File: src/rtl/solar_pkg.sv
// solar_pkg: shared state encoding, irq bit positions and averaging constants for the panel scan sequencer
package solar_pkg;
  typedef enum logic [2:0] {IDLE, SETTLE, CONVERT, WAIT, STORE} state_t;
  localparam int IRQ_FAULT = 0;
  localparam int IRQ_TIMEOUT = 1;
  localparam int IRQ_SCAN = 2;
  localparam int AVG_SHIFT = 2;
  function automatic int max_int(input int a, input int b);
    return (a > b) ? a : b;
  endfunction
endpackage

File: src/rtl/solar_scan_seq_timer.sv
// solar_cyc_timer: loadable saturating down-counter; o_tc is high while the count is zero
module solar_cyc_timer #(
  parameter int W = 8
) (
  input  logic         i_clk,
  input  logic         i_rst,
  input  logic         i_load,
  input  logic [W-1:0] i_val,
  output logic         o_tc
);
  logic [W-1:0] r_cnt;
  always_ff @(posedge i_clk) begin
    if (i_rst) r_cnt <= '0;
    else if (i_load) r_cnt <= i_val;
    else if (r_cnt != '0) r_cnt <= r_cnt - 1'b1;
  end
  assign o_tc = (r_cnt == '0);
endmodule

File: src/rtl/solar_scan_seq.sv
// solar_scan_seq: steps the panel mux, runs the ADC start/done handshake and flags under-voltage channels.
// Define SOLAR_AVG_EN to average four conversions per channel.
module solar_scan_seq
  import solar_pkg::*;
#(
  parameter int NUM_CH = 4,
  parameter int DATA_W = 12,
  parameter int SETTLE_CYC = 8,
  parameter int TIMEOUT_CYC = 255,
  localparam int CH_W = $clog2(NUM_CH)
) (
  input  logic              wb_clk_i,
  input  logic              wb_rst_i,
  input  logic              enable,
  input  logic [DATA_W-1:0] thresh,
  input  logic              fault_clr,
  input  logic              adc_done,
  input  logic [DATA_W-1:0] adc_data,
  output logic [CH_W-1:0]   ch_sel,
  output logic              adc_start,
  output logic              sample_valid,
  output logic [CH_W-1:0]   sample_ch,
  output logic [DATA_W-1:0] sample_data,
  output logic [NUM_CH-1:0] fault_mask,
  output logic [2:0]        irq
);
  localparam int TMR_W = $clog2(max_int(SETTLE_CYC, TIMEOUT_CYC) + 1);
  state_t r_state, w_next;
  logic [CH_W-1:0] r_ch, r_sample_ch;
  logic [DATA_W-1:0] r_sample_data, w_sample;
  logic [NUM_CH-1:0] r_fault, w_fault_set;
  logic r_irq_fault, r_irq_to;
  logic w_tc, w_tmr_load, w_timeout, w_adv, w_last, w_conv_last;
  logic [TMR_W-1:0] w_tmr_val;

  // One timer serves both the settle delay and the ADC response timeout.
  solar_cyc_timer #(.W(TMR_W)) u_tmr (
    .i_clk (wb_clk_i),
    .i_rst (wb_rst_i),
    .i_load(w_tmr_load),
    .i_val (w_tmr_val),
    .o_tc  (w_tc)
  );

`ifdef SOLAR_AVG_EN
  logic [AVG_SHIFT-1:0] r_cnt;
  logic [DATA_W+AVG_SHIFT-1:0] r_acc, w_sum;
  assign w_sum = r_acc + (DATA_W+AVG_SHIFT)'(adc_data);
  assign w_sample = w_sum[DATA_W+AVG_SHIFT-1:AVG_SHIFT];
  assign w_conv_last = &r_cnt;
  // Every channel passes through SETTLE, so that is where a fresh average starts.
  always_ff @(posedge wb_clk_i) begin
    if (wb_rst_i || r_state == SETTLE) begin
      r_cnt <= '0;
      r_acc <= '0;
    end else if (r_state == WAIT && adc_done) begin
      r_cnt <= r_cnt + 1'b1;
      r_acc <= w_sum;
    end
  end
`else
  assign w_sample = adc_data;
  assign w_conv_last = 1'b1;
`endif

  assign w_timeout = (r_state == WAIT) && w_tc && !adc_done;
  assign w_adv = (r_state == STORE) || w_timeout;
  assign w_last = (r_ch == CH_W'(NUM_CH - 1));
  assign w_tmr_load = (r_state == CONVERT) || (w_next == SETTLE && r_state != SETTLE);
  assign w_tmr_val = (r_state == CONVERT) ? TMR_W'(TIMEOUT_CYC - 1) : TMR_W'(SETTLE_CYC - 1);
  assign w_fault_set = (r_state == STORE && r_sample_data < thresh) ? (NUM_CH'(1) << r_ch) : '0;

  always_ff @(posedge wb_clk_i) begin
    if (wb_rst_i) r_state <= IDLE;
    else r_state <= w_next;
  end

  always_comb begin
    w_next = r_state;
    case (r_state)
      IDLE:    w_next = enable ? SETTLE : IDLE;
      SETTLE:  w_next = w_tc ? CONVERT : SETTLE;
      CONVERT: w_next = WAIT;
      WAIT:    w_next = adc_done ? (w_conv_last ? STORE : CONVERT) : (w_tc ? (enable ? SETTLE : IDLE) : WAIT);
      STORE:   w_next = enable ? SETTLE : IDLE;
      default: w_next = IDLE;
    endcase
  end

  always_ff @(posedge wb_clk_i) begin
    if (wb_rst_i) begin
      r_ch <= '0;
      r_sample_ch <= '0;
      r_sample_data <= '0;
      r_fault <= '0;
      r_irq_fault <= 1'b0;
      r_irq_to <= 1'b0;
    end else begin
      if (r_state == IDLE && enable) r_ch <= '0;
      else if (w_adv) r_ch <= w_last ? '0 : r_ch + 1'b1;
      if (r_state == WAIT && adc_done && w_conv_last) begin
        r_sample_ch <= r_ch;
        r_sample_data <= w_sample;
      end
      // A fault raised in the clearing cycle survives the clear.
      r_fault <= (fault_clr ? '0 : r_fault) | w_fault_set;
      r_irq_fault <= (fault_clr ? 1'b0 : r_irq_fault) | (|w_fault_set);
      if (w_timeout) r_irq_to <= 1'b1;
    end
  end

  assign ch_sel = r_ch;
  assign adc_start = (r_state == CONVERT);
  assign sample_valid = (r_state == STORE);
  assign sample_ch = r_sample_ch;
  assign sample_data = r_sample_data;
  assign fault_mask = r_fault;
  assign irq[IRQ_FAULT] = r_irq_fault;
  assign irq[IRQ_TIMEOUT] = r_irq_to;
  assign irq[IRQ_SCAN] = w_adv && w_last;
endmodule

File: config.mk
export PLATFORM = sky130hd
export DESIGN_NAME = solar_scan_seq
export DESIGN_NICKNAME = d
export VERILOG_FILES = /design/src/rtl/solar_pkg.sv /design/src/rtl/solar_scan_seq_timer.sv /design/src/rtl/solar_scan_seq.sv
export SDC_FILE = /design/constraint.sdc
export NUM_CORES = 1
export LEC_CHECK = 0
export BUFFER_PORTS_ARGS = -buffer_cell sky130_fd_sc_hd__buf_2
export CAP_MARGIN = 10
export CELL_PAD_IN_SITES_DETAIL_PLACEMENT = 0
export CELL_PAD_IN_SITES_GLOBAL_PLACEMENT = 2
export CORE_UTILIZATION = 26
export DETAILED_ROUTE_END_ITERATION = 10
export PLACE_DENSITY_LB_ADDON = 0.05
export SETUP_SLACK_MARGIN = 0.15
export SYNTH_ARGS = -nofsm -noshare
export SYNTH_HDL_FRONTEND = slang
export SYNTH_SLANG_ARGS = --single-unit
File: constraint.sdc
create_clock -name wb_clk_i -period 1.71 [get_ports wb_clk_i]
set_input_delay 0.171 -clock wb_clk_i [delete_from_list [all_inputs] [get_ports wb_clk_i]]
set_output_delay 0.171 -clock wb_clk_i [all_outputs]
set_load 0.03 [all_outputs]
==> results of run 1 <==
-- logic make-up (layout without fill, tap and decap cells) --
group                      after synthesis  in the layout  synth area share
AOI/OAI and AO/OA                       49             49             0.187
xor gates and xnor gates                 2              2           0.00972
adders and majority gates               16             16             0.111
buffers and inverters                   29            108            0.0673
DFF                                     33             33             0.366
muxes                                    3              3            0.0173
and+or+nand+nor                         84             84             0.242
-- repair_timing --
item	in CTS	in global routing
endpoints found under the setup margin	10	18
pin swaps	6	12
resized for setup	19	37
setup buffers	11	5
gates cloned	0	0
-- flip-flops by register name, summed over array words and instances (netlist names) --
| register | cells |
|---|---|
| sample_data | 12 |
| u_tmr.r_cnt | 8 |
| fault_mask | 4 |
| r_state | 3 |
| ch_sel | 2 |
| sample_ch | 2 |
| r_irq_fault | 1 |
| r_irq_to | 1 |
-- cell usage after synthesis, drive strengths merged (2+ instances only) --
library cell	instances	share of area
nand2	38	0.079
dfxtp	33	0.37
a21oi	23	0.064
inv	18	0.037
ha	16	0.11
nor2	11	0.023
nand3	9	0.025
clkbuf	7	0.015
o31ai	5	0.021
buf	4	0.015
nor3	4	0.017
a2111oi	3	0.025
and4b	3	0.017
nand2b	3	0.010
o21ai	3	0.0083
a21boi	2	0.0083
a21o	2	0.0083
and3	2	0.0069
mux2i	2	0.011
nor2b	2	0.0069
or3b	2	0.011
xor2	2	0.0097
-- layout make-up --
cell class / count / area (um^2)
clock inverter: 2 / 10.0
timing repair buffer: 82 / 536
multi-input combinational: 154 / 1210
fill: 685 / 3840
tap: 77 / 96.3
clock buffer: 6 / 72.6
inverter: 18 / 73.8
sequential: 33 / 692
-- metrics by stage --
step / util / setup WS (ns) / total power, W
final: 0.412 / 0.0501 / 0.00299
after global routing: 0.412 / -0.0317 / 0.00319
after CTS: 0.386 / 0.0576 / 0.00272
after detailed placement: 0.347 / 0.0439 / 0.00196
after global placement: 0.347 / 0.0475 / 0.00198
after floorplan: - / 0.0835 / 0.00165
-- critical path, cell delays in order, from the launching register on --
cell and delay [ns]:
dfxtp_4 0.36, or3b_4 0.42, clkinvlp_4 0.11, a41oi_4 0.05, nor2b_4 0.14, buf_6 0.13
-- path summary, 6_finish.rpt --
path / start / end / slack (ns) / depth (start not counted)
worst max-delay path: r_state[0] / irq[2] / 0.05 / 5
worst min-delay path: adc_data[8] / sample_data[8] / 0.11 / 3
worst min register to register: r_irq_to / r_irq_to / 0.45 / 2
worst max register to register: r_state[0] / fault_mask[2] / 0.08 / 6
-- routing by layer --
layer | global-route usage | part of all wire | vias to the layer above
li1 | - | - | 911
met1 | 0.205 | 0.51 | 800
met2 | 0.210 | 0.43 | 37
met3 | 0.0379 | 0.043 | 6
met4 | 0.0409 | 0.011 | 0
met5 | 0 | 0 | -
-- where the power goes --
group,internal [W],switching [W]
logic,0.000746,0.000670
registers,0.000876,0.000112
clock network,0.000282,0.000299
total,0.00190,0.00108
==> results.md, run 1 <==
- Status: finished clean
- Sinks on Clock Net: 33
- Worst-path clk slew: approximately 0.070 ns
- Vias in the first global route: 1,650
- Sequential cell area fraction in the yosys report: 0.366
- Worst setup EP type: output port
- RSZ-0062 raised after global routing: true
- Initial antenna violation count: 0
- ANT cells: 0
- Iter 0 DRT Violations: 55
- Clock H-tree levels: 2
- Global-route congestion overflow total: 0
- Clock latency on the worst-skew pair: 0.29 ns
- Crit Path Max Fanout: 5
- Die Height: 85.3 um
- Final hold violations: 0
- TritonCTS buffer count: 5
- Finished Layout Cells: 372
- CP required: about 1.5 ns
- Least-Margin Pin Slew: 0.418 ns
- Worst Hold Margin: approximately 0.11 ns
- CTS max path bufs: 2
- Post-Synthesis Net Count: 261
- Remaining DRCs: 0
- #FFs+latches synth: 33
- Syn avg cell area: 8.35 um^2
- WS Path Type: flip-flop to output port
- Synth Instances: 216
- Global-route wire length before repair: between 8000 and 9000 um
- Final setup TNS: 0 ns
- GR Util All Layers: 0.143
- DRT Wirelength: between 5000 and 6000 um
- Most frequent cells in the layout: buf_2, nand2_1, dfxtp_1
- Largest net degree at the start of global routing: 23
- Die Wd: about 85 um
- Worst slew margin: 0.720
- Fin nets: 339
- MaxCap Viol Count: 0
- Worst vdd ir: between 500 and 600 uV
- HPWL after detailed placement: 3500 um
- 1st-pass router iterations: 4
- Port-buffer cells: 53
- Area Overhead vs Synth: 49.3%
- Most common cell after layout, fill and taps aside: buf_2
- Crit share post-route: 0.971
- Routed wire per std cell: 13.6 um
- Post-Synthesis Cell Area: 0.00180 mm^2
- Hold Crit Class: input port to flip-flop
- Final Slew Violations: 0
- Clk_skew: 0.00747 ns
- IO Pins: between 50 and 60
- Fmax: 602 MHz
- Critical Path AT: 1.49 ns
- Die area: 0.00727 mm^2
- Root buffer cell: clkbuf_8
- Distinct cells, synth: 49
- Total core area: 0.00653 mm^2
- Synth warn: 0
- Vias per Instance: approximately 4.7
- Layout cells sized above 1: 0.458
- Final cell area excluding filler cells: 0.00269 mm^2
- Hold buffers post-CTS: 0
- Placement Rows: 29
- Via count: 1,754
- Placed inst area: 0.00226 mm^2
- Number of synthesized flops with an enable pin: 0
- Post-route minimum period: 1.66 ns
- Worst setup SP type: flip-flop
- PwrDens: 1110 mW/mm^2
- Post-synthesis async set-or-reset flop share: 0
- Initial Utilization: 0.276
- Static Leak: 1.22 nW
- CTS tree: yes
- Placed cells: 348
- DRT antenna net count: 0
- RD Place Congestion: 0.682
- Primary FF master, synth: dfxtp_1
- Setup violations, final: 0
(Power assumes the default switching activity.)
==> run 2, diff against run 1 <==
ABC_AREA = 1   (was unset)
CORE_UTILIZATION = 25   (was 26)
==> results.md, run 2 <==
- Post-synthesis async set-or-reset flop share: 0
- Layout cells sized above 1: 0.418
- Global-route congestion overflow total: 0
- Vias in the first global route: 1,767
- Largest net degree at the start of global routing: 18
- Hold buffers post-CTS: 0
- PwrDens: 1200 mW/mm^2
- Worst setup endpoint: u_tmr.r_cnt[0]
- Iter 0 DRT Violations: 33
- WS Path Type: flip-flop to flip-flop
- Most common cell after layout, fill and taps aside: buf_2
- Crit Path Max Fanout: 8
- DP Worst Slack: around 0.059 ns
- Via count: 1,798
- Most frequent cell on the critical path: nand2_4
- Worst slew margin: 0.727
- Die Wd: 88.5 um
- Failing checks: negative setup slack
- Placed inst area: 0.00229 mm^2
- Post-Synthesis Net Count: 300
- Worst setup SP type: flip-flop
- Final worst slack: -0.0499 ns
- Final Slew Violations: 0
- Placement Rows: 31
- Fmax: 568 MHz
- RD Place Congestion: 0.708
- Critical Path AT: between 1.5 and 2 ns
- Synth Instances: around 260
- CTS max path bufs: 2
- IO Pins: 54
- Worst vdd ir: 317 uV
- Die area: around 0.0078 mm^2
- Area Overhead vs Synth: 47.1%
- DRT Wirelength: 4830 um
- 1st-pass router iterations: 4
- Most numerous cell in the Yosys netlist: inv_1
- Final hold violations: 0
- Least-Margin Pin Slew: 0.406 ns
- Worst-path clk slew: 0.08 ns
- Post-route minimum period: 1.76 ns
- GR Util All Layers: 0.135
- Clk_skew: 0.00984 ns
- Reg2Reg Setup Slack: -0.05 ns
- Worst setup EP type: flip-flop
- Finished Layout Cells: around 440
- HPWL after detailed placement: between 3000 and 4000 um
- Initial antenna violation count: 0
- Distinct cells, synth: 27
- Hold Crit Class: input port to flip-flop
- TritonCTS buffer count: 5
- CP max stage delay: 0.33 ns
- Worst path slowest cell: dfxtp_2
- Total core area: 0.00725 mm^2
- Worst r2r src: u_tmr.r_cnt[0]
- Static Leak: ~1.3 nW
- DRT antenna net count: 0
- MaxCap Viol Count: 0
- Setup violations, final: 5
- Max FFs per register: 12
- Crit share post-route: 1.03
- Bufs and invs on worst path: 4
- R2R Path End: u_tmr.r_cnt[0]
- #FFs+latches synth: 33
- CP required: around 1.9 ns
- Synth top area cells: dfxtp_1, inv_1, ha_1
- Synth warn: 0
- Post-Synthesis Cell Area: 0.00187 mm^2
- Cell count along the critical path: 12
- Primary FF master, synth: dfxtp_1
- Vias per Instance: 4.12
- Crit-path leading delay family: buffers and inverters
- ANT cells: 0
- Root buffer cell: clkbuf_8
- Commonest cells post-synth: inv_1, nand2_1, dfxtp_1
- Status: finished, violations left
- Worst path cell trace: inv_2 -> ha_4 -> nand2_4 -> nor2_4 -> nand3_4 -> buf_6 -> buf_6 -> nand2_4 -> nand2_4 -> o21ai_4 -> buf_4 -> a21oi_1
- Share of the synthesized area in the top cell type: 0.353
- Crit. Startpoint: u_tmr.r_cnt[0]
- Clock H-tree levels: 2
- Port-buffer cells: between 50 and 60
- Sequential cell area fraction in the yosys report: 0.353
- Global-route wire length before repair: about 8000 um
- RSZ-0062 raised after global routing: true
- Syn avg cell area: 7.33 um^2
- Synth area leader: dfxtp_1
- Fin nets: 381
- Routed wire per std cell: 11.1 um
- Number of synthesized flops with an enable pin: 0
- Clock latency on the worst-skew pair: 0.29 ns
- Most frequent cells in the layout: buf_2, inv_1, nand2_1
- Sinks on Clock Net: 33
- CTS tree: yes
- Placed cells: 407
- Worst Reg2Reg Path Length in Cells: 12
- Final cell area excluding filler cells: 0.00275 mm^2
- Die Height: 88.5 um
- Initial Utilization: 0.258
- Remaining DRCs: 0
## run 2: how the worst min path moves through the flow
stage	start	endpoint	slack, ns	depth (start not counted)
2_1_floorplan	wb_rst_i	u_tmr.r_cnt[3]	0.24	1
3_3_place_gp	sample_ch[0]	sample_ch[0]	0.43	2
3_5_place_dp	sample_ch[1]	sample_ch[1]	0.44	2
4_1_cts	adc_data[1]	sample_data[1]	0.15	3
5_1_grt	adc_data[0]	sample_data[0]	0.16	3
6_report	adc_data[1]	sample_data[1]	0.16	3
## run 2: final cells by class
type / count / area, um^2
fill: 824 / 4500
sequential: 33 / 672
timing repair buffer: 81 / 492
tap: 99 / 124
clock inverter: 1 / 30.0
multi-input combinational: 156 / 1100
inverter: 59 / 248
clock buffer: 7 / 86.3
## run 2: logic make-up after synthesis
logic type / Yosys count / synth area share
fa+ha+maj: 16 / 0.107
flops: 33 / 0.353
buf+inv: 66 / 0.151
simple gates: 82 / 0.209
xor+xnor: 5 / 0.0234
compound gates: 53 / 0.156
## run 2: stage by stage
step | utilization | setup TNS [ns] | hold slack, ns | power (W)
after floorplan | - | 0 | 0.240 | 0.00175
after global placement | 0.316 | 0 | 0.432 | 0.00204
after detailed placement | 0.316 | 0 | 0.436 | 0.00202
after CTS | 0.352 | -0.0802 | 0.153 | 0.00312
after global routing | 0.379 | -1.32 | 0.164 | 0.00356
final | 0.379 | -0.126 | 0.158 | 0.00329
## run 2: report_power, final
| part | switching [W] | internal [W] |
|---|---|---|
| clock network | 0.000312 | 0.000476 |
| registers | 0.0000870 | 0.000873 |
| logic | 0.000770 | 0.000773 |
## run 2: worst min-delay path: stages
cell and delay [ns]:
buf_2 0.07, o21ai_0 0.07, a21oi_1 0.10
## run 2: metal layers
| metal | vias to the layer above | wire [um] | share of wire | global-route usage |
|---|---|---|---|---|
| met5 | - | 0 | 0 | 0 |
| met4 | 0 | 73 | 0.015 | 0.0484 |
| met3 | 6 | 183 | 0.038 | 0.0326 |
| met2 | 36 | 2180 | 0.45 | 0.220 |
| met1 | 802 | 2390 | 0.50 | 0.174 |
| li1 | 954 | - | - | - |
## run 2: repair_timing
item | CTS | global route
buffers inserted | 13 | 8
pin swaps | 13 | 18
gates resized for setup | 18 | 27
endpoints found under the setup margin | 13 | 18
